**src/rtl/dff_vr_pipe.sv**
```systemverilog
// Valid/ready pipeline register chain of DEPTH stages with bubble collapsing,
// synchronous flush and asynchronous active-high reset.
module dff_vr_pipe #(
  parameter int unsigned   DW      = 32,
  parameter int unsigned   DEPTH   = 2,
  parameter logic [DW-1:0] RST_VAL = '0
) (
  input  logic                       clk,
  input  logic                       rst,
  input  logic                       flush,
  input  logic                       i_valid,
  output logic                       i_ready,
  input  logic [DW-1:0]              i_dat,
  output logic                       o_valid,
  input  logic                       o_ready,
  output logic [DW-1:0]              o_dat,
  output logic [$clog2(DEPTH+1)-1:0] o_cnt
);

  localparam int unsigned CW = $clog2(DEPTH+1);

  logic [DEPTH-1:0] v;
  logic [DEPTH-1:0] adv;
  logic [DW-1:0]    d [DEPTH];
  logic             accept;

  // The recursive adv chain unrolls to: slot k moves when it is valid and either
  // o_ready is high or some later slot is empty. Scanning from the output slot
  // with a running OR avoids a self-referencing combinational vector.
  always_comb begin : adv_chain
    logic go;
    go  = o_ready;
    adv = '0;
    for (int unsigned j = 0; j < DEPTH; j++) begin
      adv[DEPTH-1-j] = v[DEPTH-1-j] & go;
      go             = go | ~v[DEPTH-1-j];
    end
  end

  assign i_ready = ~flush & (~v[0] | adv[0]);
  assign accept  = i_valid & i_ready;

  always_ff @(posedge clk or posedge rst) begin
    if (rst) begin
      v <= '0;
      for (int unsigned k = 0; k < DEPTH; k++) begin
        d[k] <= RST_VAL;
      end
    end else if (flush) begin
      v <= '0;
    end else begin
      if (accept) begin
        v[0] <= 1'b1;
        d[0] <= i_dat;
      end else if (adv[0]) begin
        v[0] <= 1'b0;
      end
      for (int unsigned k = 1; k < DEPTH; k++) begin
        if (adv[k-1]) begin
          v[k] <= 1'b1;
          d[k] <= d[k-1];
        end else if (adv[k]) begin
          v[k] <= 1'b0;
        end
      end
    end
  end

  always_comb begin
    o_cnt = '0;
    for (int unsigned k = 0; k < DEPTH; k++) begin
      o_cnt = o_cnt + CW'(v[k]);
    end
  end

  assign o_valid = v[DEPTH-1];
  assign o_dat   = d[DEPTH-1];

`ifndef FPGA
  x_check: assert property (@(posedge clk) disable iff (rst)
    !$isunknown({i_valid, o_ready, flush}));
`endif

endmodule

```
**config.mk**
```make
export PLATFORM = sky130hd
export DESIGN_NAME = dff_vr_pipe
export DESIGN_NICKNAME = d
export VERILOG_FILES = /design/src/rtl/dff_vr_pipe.sv
export SDC_FILE = /design/constraint.sdc
export NUM_CORES = 1
export LEC_CHECK = 0
export ABC_CLOCK_PERIOD_IN_PS = 2800
export CORE_ASPECT_RATIO = 1.25
export CORE_MARGIN = 5
export CORE_UTILIZATION = 52
export CTS_CLUSTER_SIZE = 20
export DETAILED_ROUTE_END_ITERATION = 12
export MAX_ROUTING_LAYER = met4
export PLACE_DENSITY = 0.89
export SYNTH_ARGS = -nofsm -noshare
export SYNTH_HDL_FRONTEND = slang
export SYNTH_SLANG_ARGS = --single-unit
```
**constraint.sdc**
```tcl
create_clock -name clk -period 2.8 [get_ports clk]
set_input_delay 0.28 -clock clk [delete_from_list [all_inputs] [get_ports clk]]
set_output_delay 0.28 -clock clk [all_outputs]
set_load 0.02 [all_outputs]
```
==> reports/qor.csv <==
metric,value,unit
CP startpoint kind,register,
syn_nets,218,
router iterations before antenna repair,3,
Final Max Slew Viols,0,
Leak Pwr,1.62,nW
TritonCTS buffer count,9,
DIE AREA,7150,um^2
Post-Synthesis Cell Area,2890,um^2
I/O Buffers,72,
DP HPWL,3.27,mm
number of cells on the critical path,3,
crit share post-route,69.1,%
Worst Reg-to-Reg Cells,4,
CTS tree,built,
setup TNS,0,ns
total number of vias,1424,
Row Count,30,
pin count of the biggest net entering global routing,67,
Layout area overhead,24.2,%
Synth area leaders,"dfrtp_1, mux2_4, mux2_2, buf_4, buf_12",
core box area,5410,um^2
routed wire length per instance,15.7,um
Die Span Y,93.3,um
global-route wire length before repair,7.89,mm
clk buf depth,2,
via-per-instance ratio,4.81,
Resized cells post-CTS,0,
largest family of logic cells by synthesized area,multiplexers,
layout cell share with drive strength beyond 1,37.5,%
aggregate global-route resource usage,14.7,%
fmax,517,MHz
CP max FO,4,
I/O Pins,73,
WL final,4.65,mm
Post-CTS Hold Fix Bufs,0,
minimum clock period,1.94,ns
Ys Warns,0,
"commonest non-fill, non-tap cell in the layout",clkdlybuf4s50_1,
design area,3580,um^2
crit end category,primary output,
status,"finished, final reports clean",
reg2reg setup slack,0.92,ns
sequential share of the synthesized area,57.2,%
Worst EP required,2.52,ns
# Max-Cap Violations,0,
Post-CTS Setup Inserts,0,
cell count after synthesis,180,
grt ovf,0,
ANT nets after route,0,
critical setup path kind,register to primary output,
initial antenna violation count,0,
cell taking the most area after synthesis,dfrtp_1,
CP max stage cell,clkdlybuf4s50_1,
CP peak stage delay,0.62,ns
GPL Wtd Cong,0.698,
Initial Utilization,53.4,%
DR iter-0 viols,66,
CP bufs+invs,1,
crit-path cells,"and3b_1, nor2_1, clkdlybuf4s50_1",
Root Buffer,clkbuf_8,
"Cell Area, Placed",3400,um^2
nets@finish,266,
"Distinct cells, synth",14,
Worst Skew,0.00599,ns
Clock Sink Count,66,
Worst Hold Class,primary input to async pin,
Avg Synthesized Cell Area,16.0,um^2
DRC Markers,0,
"leading cell types in the layout, fill and taps excluded","clkdlybuf4s50_1, dfrtp_1, mux2_2",
RSZ-0062 raised after global routing,no,
Synth Area in Adders,0.434,%
Synth top area share,57.2,%
Synth Area in Simple Gates,1.99,%
H-tree depth,3,
mux contribution to synthesized area,28.9,%
Final Hold Fails,0,
Synth Area in Compound Gates,0,%
Critical Path AT,1.66,ns
Crit path max-delay family,buffers and inverters,
Power Density,795,nW/um^2
Seq cells post-synth,66,
die span in x,76.6,um
maximum vdd drop,0.462,mV
"CTS clk-pin slew, worst paths",0.07,ns
n_diodes,0,
Slew @ Worst Pin,0.788,ns
vias in the first global route,1545,
# setup viols final,0,
xor/xnor cell area share of the yosys netlist,0,%
relative slew slack,47.5,%
clock latency at the later pin of the worst-skew pair,0.33,ns
cells in the mapped netlist:
master / number
dfrtp_1: 66
mux2_4: 30
ha_1: 1
buf_6: 1
buf_12: 3
inv_1: 1
nor2_1: 5
and2b_2: 1
mux2_2: 34
buf_4: 32
nor3b_2: 1
and3b_1: 1
buf_2: 3
or3b_1: 1
logic make-up after synthesis:
logic type,count (synthesis)
fa+ha+maj,1
mux,64
simple gates,9
flops,66
buf+inv,40
sequential cells by signal, indices dropped and copies added (netlist names):
register	flops
d	32
o_dat	32
v	2
where the power goes:
part           internal, mW  total, mW  switching, mW
registers              1.17       1.28          0.113
clock network         0.410      0.740          0.329
logic                 0.490      0.830          0.340
total                  2.07       2.85          0.782
worst min-delay path, stage by stage:
cell             delay [ns]
clkdlybuf4s50_1        0.41
inv_2                  0.05
buf_4                  0.61
per-layer routing:
| metal | part of all wire [%] | global-route usage (%) |
|---|---|---|
| met1 | 43 | 17.4 |
| met2 | 51 | 22.9 |
| met3 | 4.2 | 3.56 |
| met4 | 2.3 | 8.75 |
| met5 | 0 | - |
final timing paths:
path	from	to
min	rst	d[62]
max	v[1]	i_ready
min in group clk	o_dat[14]	o_dat[14]
min reg2reg	o_dat[14]	o_dat[14]
max reg2reg	v[1]	d[49]
max in group asynchronous	rst	d[43]
through the flow:
| step | setup WS [ns] | total power, mW | instances | hold slack, ns | util, % |
|---|---|---|---|---|---|
| detailed placement | 0.585 | 2.14 | 281 | 0.488 | 62.8 |
| finish | 0.864 | 2.85 | 296 | 0.501 | 66.3 |
| CTS | 0.839 | 2.89 | 296 | 0.508 | 66.3 |
| global placement | 0.625 | 2.11 | 281 | 0.483 | 62.8 |
| global route | 0.780 | 2.99 | 296 | 0.518 | 66.3 |
| floorplan | 0.865 | 1.94 | 180 | 0.346 | - |
final cells by class:
type | count | area, um^2
inverter | 1 | 3.75
tap | 64 | 80.1
fill | 391 | 1820
clock buffer | 13 | 179
clock inverter | 2 | 10.0
sequential | 66 | 1650
timing repair buffer | 76 | 751
multi-input combinational | 74 | 910
Power figures use the tool's default switching activity.
